===== src/rtl/store_write_buffer_if.sv =====
// Bus bundle for store_write_buffer: store port, load-check port and memory write port.
// slave is the buffer side; master is the execute stage / memory side.
interface store_write_buffer_if #(
    parameter int DEPTH = 4,
    parameter int AW    = 32,
    parameter int DW    = 32
);
    localparam int CW = $clog2(DEPTH) + 1;

    logic          st_valid;
    logic          st_ready;
    logic [AW-1:0] st_addr;
    logic [DW-1:0] st_data;

    logic [AW-1:0] ld_addr;
    logic [DW-1:0] mem_rdata;
    logic [DW-1:0] ld_data;
    logic          ld_hit;
    logic          ld_stall;

    logic          drain_hold;
    logic [AW-1:0] mem_waddr;
    logic [DW-1:0] mem_wdata;
    logic          mem_wen;

    logic          empty;
    logic [CW-1:0] count;

    modport master (
        output st_valid, st_addr, st_data, ld_addr, mem_rdata, drain_hold,
        input  st_ready, ld_data, ld_hit, ld_stall, mem_waddr, mem_wdata,
               mem_wen, empty, count
    );

    modport slave (
        input  st_valid, st_addr, st_data, ld_addr, mem_rdata, drain_hold,
        output st_ready, ld_data, ld_hit, ld_stall, mem_waddr, mem_wdata,
               mem_wen, empty, count
    );
endinterface


===== src/rtl/store_write_buffer.sv =====
// FIFO of pending CPU stores ahead of the memory write port, with a load-address check.
// Define STORE_FORWARD_EN to forward matching store data; otherwise matching loads stall.
module store_write_buffer #(
    parameter int DEPTH = 4,
    parameter int AW    = 32,
    parameter int DW    = 32
) (
    input  logic                 clk,
    input  logic                 rst_n,
    store_write_buffer_if.slave  bus
);
    localparam int PW = $clog2(DEPTH);
    localparam int CW = PW + 1;
    localparam logic [CW-1:0] FULL_COUNT = CW'(DEPTH);

    // Entry payload is not reset; the per-entry valid bits and count gate its use.
    logic [AW-1:0]    addr_mem [DEPTH];
    logic [DW-1:0]    data_mem [DEPTH];
    logic [DEPTH-1:0] valid;
    logic [PW-1:0]    head;
    logic [PW-1:0]    tail;
    logic [CW-1:0]    count_q;

    logic enq;
    logic deq;
    logic full;
    logic is_empty;
    logic match;

    assign full     = (count_q == FULL_COUNT);
    assign is_empty = (count_q == '0);
    // No pass-through when full: st_ready depends on state only.
    assign enq      = bus.st_valid && !full;
    assign deq      = !is_empty && !bus.drain_hold;

    assign bus.st_ready  = !full;
    assign bus.empty     = is_empty;
    assign bus.count     = count_q;
    assign bus.mem_wen   = deq;
    assign bus.mem_waddr = addr_mem[head];
    assign bus.mem_wdata = data_mem[head];

    always_ff @(posedge clk) begin
        if (enq) begin
            addr_mem[tail] <= bus.st_addr;
            data_mem[tail] <= bus.st_data;
        end
    end

    always_ff @(posedge clk or negedge rst_n) begin
        if (!rst_n) begin
            head    <= '0;
            tail    <= '0;
            count_q <= '0;
            valid   <= '0;
        end else begin
            if (deq) begin
                head        <= head + PW'(1);
                valid[head] <= 1'b0;
            end
            // enq and deq never target the same slot: that needs count 0 or DEPTH.
            if (enq) begin
                tail        <= tail + PW'(1);
                valid[tail] <= 1'b1;
            end
            case ({enq, deq})
                2'b10:   count_q <= count_q + CW'(1);
                2'b01:   count_q <= count_q - CW'(1);
                default: count_q <= count_q;
            endcase
        end
    end

`ifdef STORE_FORWARD_EN
    logic [DW-1:0] fwd_data;

    // Scan oldest to youngest so the youngest match overwrites earlier ones.
    always_comb begin
        match    = 1'b0;
        fwd_data = '0;
        for (int k = 0; k < DEPTH; k++) begin
            if (valid[head + PW'(k)] && (addr_mem[head + PW'(k)] == bus.ld_addr)) begin
                match    = 1'b1;
                fwd_data = data_mem[head + PW'(k)];
            end
        end
    end

    assign bus.ld_hit   = match;
    assign bus.ld_stall = 1'b0;
    assign bus.ld_data  = match ? fwd_data : bus.mem_rdata;
`else
    always_comb begin
        match = 1'b0;
        for (int k = 0; k < DEPTH; k++) begin
            if (valid[k] && (addr_mem[k] == bus.ld_addr)) begin
                match = 1'b1;
            end
        end
    end

    assign bus.ld_hit   = 1'b0;
    assign bus.ld_stall = match;
    assign bus.ld_data  = bus.mem_rdata;
`endif

endmodule

===== src/flat_wrapper.sv =====
// flat-port wrapper written by rule: the top's interface ports become plain ports
module store_write_buffer_flat 
#(
    parameter int DEPTH = 4,
    parameter int AW    = 32,
    parameter int DW    = 32
)
  (clk, rst_n, bus_st_valid, bus_st_addr, bus_st_data, bus_ld_addr, bus_mem_rdata, bus_drain_hold, bus_st_ready, bus_ld_data, bus_ld_hit, bus_ld_stall, bus_mem_waddr, bus_mem_wdata, bus_mem_wen, bus_empty, bus_count);
  store_write_buffer_if #(.DEPTH(DEPTH), .AW(AW), .DW(DW)) bus_i ();
  input  logic clk;
  input  logic rst_n;
  input wire logic [$bits(bus_i.st_valid)-1:0] bus_st_valid;
  input wire logic [$bits(bus_i.st_addr)-1:0] bus_st_addr;
  input wire logic [$bits(bus_i.st_data)-1:0] bus_st_data;
  input wire logic [$bits(bus_i.ld_addr)-1:0] bus_ld_addr;
  input wire logic [$bits(bus_i.mem_rdata)-1:0] bus_mem_rdata;
  input wire logic [$bits(bus_i.drain_hold)-1:0] bus_drain_hold;
  output wire logic [$bits(bus_i.st_ready)-1:0] bus_st_ready;
  output wire logic [$bits(bus_i.ld_data)-1:0] bus_ld_data;
  output wire logic [$bits(bus_i.ld_hit)-1:0] bus_ld_hit;
  output wire logic [$bits(bus_i.ld_stall)-1:0] bus_ld_stall;
  output wire logic [$bits(bus_i.mem_waddr)-1:0] bus_mem_waddr;
  output wire logic [$bits(bus_i.mem_wdata)-1:0] bus_mem_wdata;
  output wire logic [$bits(bus_i.mem_wen)-1:0] bus_mem_wen;
  output wire logic [$bits(bus_i.empty)-1:0] bus_empty;
  output wire logic [$bits(bus_i.count)-1:0] bus_count;
  assign bus_i.st_valid = bus_st_valid;
  assign bus_i.st_addr = bus_st_addr;
  assign bus_i.st_data = bus_st_data;
  assign bus_i.ld_addr = bus_ld_addr;
  assign bus_i.mem_rdata = bus_mem_rdata;
  assign bus_i.drain_hold = bus_drain_hold;
  assign bus_st_ready = bus_i.st_ready;
  assign bus_ld_data = bus_i.ld_data;
  assign bus_ld_hit = bus_i.ld_hit;
  assign bus_ld_stall = bus_i.ld_stall;
  assign bus_mem_waddr = bus_i.mem_waddr;
  assign bus_mem_wdata = bus_i.mem_wdata;
  assign bus_mem_wen = bus_i.mem_wen;
  assign bus_empty = bus_i.empty;
  assign bus_count = bus_i.count;
  store_write_buffer #(.DEPTH(DEPTH), .AW(AW), .DW(DW)) u_core (.clk(clk), .rst_n(rst_n), .bus(bus_i));
endmodule

===== config.mk =====
export PLATFORM = sky130hd
export DESIGN_NAME = store_write_buffer_flat
export DESIGN_NICKNAME = d
export VERILOG_FILES = /design/src/rtl/store_write_buffer_if.sv /design/src/rtl/store_write_buffer.sv /design/src/flat_wrapper.sv
export SDC_FILE = /design/constraint.sdc
export NUM_CORES = 1
export LEC_CHECK = 0
export CAP_MARGIN = 5
export CORE_MARGIN = 3
export CORE_UTILIZATION = 41
export CTS_BUF_LIST = sky130_fd_sc_hd__clkbuf_16
export DETAILED_ROUTE_END_ITERATION = 6
export GPL_TIMING_DRIVEN = 0
export HOLD_SLACK_MARGIN = 0.06
export PLACE_DENSITY_LB_ADDON = 0.3
export SYNTH_ARGS = -nofsm -noshare
export SYNTH_HDL_FRONTEND = slang
export SYNTH_SLANG_ARGS = --single-unit

===== constraint.sdc =====
create_clock -name clk -period 4.8 [get_ports clk]
set_input_delay 0.48 -clock clk [delete_from_list [all_inputs] [get_ports clk]]
set_output_delay 0.48 -clock clk [all_outputs]
set_load 0.01 [all_outputs]

# Yosys cells after proc, flatten, opt, wreduce, memory -nomap -nowiden
# Memories as Yosys holds them, arrays and structs flattened.
# Index checks and enable logic that the tools add are counted.
# totals
ff_bits,11
ram_bits,256
inputBits,132
n_memories,2
# mem_list
name,words,width,read_ports,rd_ports_with_merged_regs,write_ports,line_no,source
u_core.addr_mem,4,32,5,0,1,store_write_buffer.sv:17,logic [AW-1:0] addr_mem [DEPTH];
u_core.data_mem,4,32,1,0,1,store_write_buffer.sv:18,logic [DW-1:0] data_mem [DEPTH];
# classes
addsub,4
order_cmp,4
n_eq_ne,7
n_mux,13
n_bitwise,3
n_reduce_logical,13
# ops
op,n
32-bit == test,4
1-bit logical AND,8
1-bit two-way mux,8
4-bit two-way mux,2
"2-bit by 3-bit < comparator with 1-bit output, second input constant",2
3-bit case mux with 2 select lines,1
"2-bit by 1-bit adder with 2-bit output, second input constant",2
4-bit AND,1
1-bit demux with 2-bit select,2
"2-bit by 1-bit greater-or-equal comparator with 1-bit output, second input constant",2
4-bit inverter,1
4-bit OR,1
"3-bit by 1-bit adder with 3-bit output, second input constant",1
"3-bit == test, second input constant",1
1-bit zero test,3
3-bit zero test,1
"3-bit by 1-bit subtractor with 3-bit output, second input constant",1
"2-bit by 1-bit == test with 1-bit output, second input constant",1
"2-bit == test, second input constant",1
2-bit nonzero test,1

# Logic depth before layout (Yosys ltp)
# depth
ltp_word,9
depth_mapped,10
ltp_nobuf,10

# Least setup slack after synthesis
# Ideal clock, no wire load.
# synth_path
kind,reg2reg
startpoint,"register u_core.count_q[0], in the netlist u_core.bus.count[0]"
endpoint,memory u_core.addr_mem[0][0] (enable)
setup_time_ns,0.430
arrival_time_ns,2.326
required_ns,4.370
slack_ns,2.044
path_stages_with_launch,4
period_less_slack_ns,2.756
cell_sequence,dfrtp_1 > inv_1 > nand3_1 > and3_1
# synth_between
elab_chain_cells,5
# synth_rtl
item,line_no,source
from (decl),store_write_buffer.sv:22,logic [CW-1:0] count_q;
from (signal assigned),store_write_buffer.sv:67,2'b10: count_q <= count_q + CW'(1);
from (signal assigned),store_write_buffer.sv:68,2'b01: count_q <= count_q - CW'(1);
from (signal assigned),store_write_buffer.sv:69,default: count_q <= count_q;
3-bit == test,store_write_buffer.sv:30,assign full = (count_q == FULL_COUNT);
1-bit zero test,n/a,
named net bus_st_ready,flat_wrapper.sv:18,output wire logic [$bits(bus_i.st_ready)-1:0] bus_st_ready;
1-bit logical AND,store_write_buffer.sv:33,assign enq = bus.st_valid && !full;
1-bit two-way mux,store_write_buffer.sv:44,if (enq) begin
1-bit two-way mux (implied by the code),store_write_buffer.sv:45,addr_mem[tail] <= bus.st_addr;
to (decl),store_write_buffer.sv:17,
# The timed path passes the listed nets, and every way through them passes these cells.

# Final worst setup path
# layout_path
startpoint,register u_core.head[1]
endpoint,output bus_mem_waddr[26]
# layout_between
elab_chain_cells,1
# layout_rtl
item,line_no,source
from (decl),store_write_buffer.sv:20,logic [PW-1:0] head;
from (signal assigned),store_write_buffer.sv:58,head <= head + PW'(1);
memory 4 x 32 bit,n/a,
to (decl),flat_wrapper.sv:22,output wire logic [$bits(bus_i.mem_waddr)-1:0] bus_mem_waddr;
# Every way passes these cells.

==> metrics.md <==
| Metric | Value |
|---|---|
| CP Data Required Time | `4320 ps` |
| Reg2Reg Setup Slack | `2570 ps` |
| Row cnt | `60` |
| Initial Util | `0.422` |
| Clock sinks | `267` |
| Post-route cell area | `0.0150 mm^2` |
| Clock share of power | `0.259` |
| Area Growth Syn to Fin | `31.0%` |
| RR Endpoint | `u_core.head[1]$_DFFE_PN0N_` |
| Pin count of the biggest net entering global routing | `51` |
| Setup Skew | `around 15 ps` |
| Final Wtd Congestion | `0.808` |
| PortBufs | `202` |
| 1st-pass router iterations | `5` |
| Start of the worst register-to-register path | `u_core.head[1]$_DFFE_PN0N_` |
| Yosys warnings | `0` |
| Worst skew pair latency | `about 540 ps` |
| Commonest cells after routing, fill and taps aside | `edfxtp_1 (256), clkdlybuf4s50_1 (202), xor2_1 (126)` |
| Initial DRC Count | `404` |
| Fmax | `between 0.2 and 0.3 GHz` |
| H-tree level count | `1` |
| Distinct cells, synth | `25` |
| Worst r2r path cells | `6` |
| CP startpoint kind | `flop` |
| Post-Syn Area | `between 0.01 and 0.015 mm^2` |
| Peak VDD IR | `0.349 mV` |
| RSZ-0062 raised after global routing | `no` |
| Vias | `6,291` |
| Postcts setup bufs | `0` |
| Min Tclk post-route | `approximately 3400 ps` |
| GRT Overall Usage | `0.180` |
| Hold Buf Count CTS | `0` |
| Worst-path clk slew | `70 ps` |
| CTS root buf | `clkbuf_16` |
| DRT antenna net count | `0` |
| Antenna violations before repair | `3` |
| Final Core Density | `0.552` |
| Die area | `0.0300 mm^2` |
| Syn Inst Count | `601` |
| Fin Setup TNS | `0 ps` |
| Fraction of layout cells with a size suffix above 1 | `0.183` |
| CTS resizes | `0` |
| Clock buffer depth | `3` |
| Syn_area_per_cell | `19.1 um^2` |
| Non-Filler Instances | `1,232` |
| Core area | `0.0272 mm^2` |
| LEAKAGE | `5.15 nW` |
| I/O pin count | `236` |
| Placement Cell Area | `0.0141 mm^2` |
| Grt total ovfl | `0` |
| Slew @ Worst Pin | `912 ps` |
| Gate power share | `0.352` |
| Nets | `around 980` |
| Min-Delay Path Class | `input pin to async pin` |
| Final Total Pwr | `8.43 mW` |
| P_sw | `2.49 mW` |
| Die X | `173 um` |
| Slew HR | `0.392` |
| Net Count, Synth | `743` |
| Crit path kind | `flop to output pin` |
| Final-layout fill cell count | `roughly 2,200` |
| Vias in the first global route | `about 6,700` |
| Dpl hpwl | `19,400 um` |
| TritonCTS Buffers | `28` |
| Final setup fails | `0` |
| Max-cap violations | `0` |
| Placed Instances | `1,179` |
| Max Slew Vio Count | `0` |
| Seq pwr share | `0.389` |
| Outcome | `complete, no violations` |
| Hold Vio Cnt, Final | `0` |
| Global-route wire length before repair | `41,100 um` |
| CP Capture Type | `output pin` |
| CTS tree | `done` |
| FF+latch count, synth | `between 200 and 300` |
| Die height | `between 150 and 200 um` |
| Fraction of power spent switching nets | `0.296` |
| Data arrival time of the worst path | `about 3000 ps` |
| DR WL/cell | `22.4 um` |
| P per Cell Area | `562 mW/mm^2` |
| Commonest non-fill, non-tap cell in the layout | `edfxtp_1` |
| Crit share post-route | `0.714` |
| Drt drc | `0` |
| Via density | `5.11` |
| Part of the Yosys area used for sequential elements | `0.695` |
| Internal power | `5.93 mW` |
| Routed WL | `roughly 28,000 um` |
| CP max FO | `10` |
## through the flow
stage / hold WS (ps) / worst slack (ps)
6_report: 293 / 1370
3_3_place_gp: 462 / 374
3_5_place_dp: 466 / 1430
5_1_grt: 307 / 1290
4_1_cts: 297 / 1350
2_1_floorplan: 184 / 2040
## sequential cells by signal, summed over array words and instances (netlist names)
name,flops
u_core.valid,4
u_core.bus.count,3
u_core.tail,2
u_core.head,2
u_core.data_mem,128
u_core.addr_mem,128
## worst max-delay path by stage
stage                                    start                               end  slack [ps]  depth (start not counted)
6_report            u_core.head[1]$_DFFE_PN0N_                 bus_mem_waddr[26]        1370                          4
5_1_grt             u_core.head[0]$_DFFE_PN0N_                 bus_mem_waddr[26]        1290                          4
4_1_cts             u_core.head[1]$_DFFE_PN0N_                 bus_mem_waddr[26]        1350                          4
3_5_place_dp                   bus_ld_addr[11]                      bus_ld_stall        1430                          7
3_3_place_gp                      bus_st_valid  u_core.data_mem[2][17]$_DFFE_PP_         370                          2
2_1_floorplan  u_core.bus.count[0]$_DFFE_PN0P_   u_core.addr_mem[0][0]$_DFFE_PP_        2040                          3
## cell usage after synthesis
cell type / instances / area share
and3_1: 4 / 0.0022
nand4_1: 4 / 0.0022
dfrtp_1: 11 / 0.024
nor3_1: 9 / 0.0039
buf_1: 1 / 0.00033
xnor2_1: 7 / 0.0054
buf_4: 33 / 0.022
o21ai_0: 2 / 0.00087
conb_1: 1 / 0.00033
fa_1: 1 / 0.0017
or4_1: 1 / 0.00066
inv_1: 8 / 0.0026
a21o_1: 4 / 0.0026
ha_1: 9 / 0.0098
clkbuf_1: 5 / 0.0016
and2_1: 1 / 0.00055
nand3_1: 9 / 0.0039
mux2i_1: 1 / 0.00087
mux4_2: 64 / 0.13
nor4_1: 28 / 0.015
edfxtp_1: 256 / 0.67
nor2_1: 2 / 0.00066
nand2_1: 6 / 0.0020
buf_2: 8 / 0.0035
xor2_1: 126 / 0.096
## power by group through the flow
stage	clock network (mW)	registers, mW	logic (mW)
4_1_cts	2.22	3.28	3.04
5_1_grt	2.31	3.32	3.19
3_5_place_dp	0	3.33	3.01
6_report	2.18	3.28	2.97
2_1_floorplan	0	3.30	1.55
3_3_place_gp	0	3.37	2.94
## per-layer routing
layer | GRT usage | up-vias | part of all wire
met1 | 0.240 | 3147 | 0.41
li1 | - | 2809 | -
met4 | 0.0372 | 6 | 0.017
met3 | 0.0608 | 38 | 0.098
met2 | 0.290 | 291 | 0.47
met5 | 0 | - | 0.0016
## critical path, cell delays in order, from the launching register on
cell and delay [ps]:
dfrtp_1 400, buf_2 320, buf_1 730, mux4_2 450, clkdlybuf4s50_1 500
## cells by family (layout without fill, tap and decap cells)
| group | after synthesis | count (layout) | share of synthesized area |
|---|---|---|---|
| flip-flops | 267 | 267 | 0.695 |
| buffers and inverters | 55 | 313 | 0.0297 |
| AND/OR/NAND/NOR | 64 | 64 | 0.0313 |
| adder cells (fa/ha/maj) | 10 | 10 | 0.0116 |
| AO/OA/AOI/OAI | 6 | 6 | 0.00350 |
| multiplexers | 65 | 65 | 0.127 |
| XOR/XNOR | 133 | 133 | 0.102 |
| other | 1 | 2 | 0.000327 |
## layout make-up
class / count / area, um^2 / area share
Sequential cell: 267 / 7960 / 0.531
Multi-Input combinational cell: 279 / 3170 / 0.211
Timing Repair Buffer: 206 / 2120 / 0.141
Clock buffer: 29 / 726 / 0.0484
Tap cell: 372 / 465 / 0.0310
Buffer: 47 / 310 / 0.0207
Clock inverter: 23 / 215 / 0.0143
Inverter: 8 / 30.0 / 0.00200
Antenna cell: 1 / 2.50 / 0.000167
Power figures use the tool's default switching activity.
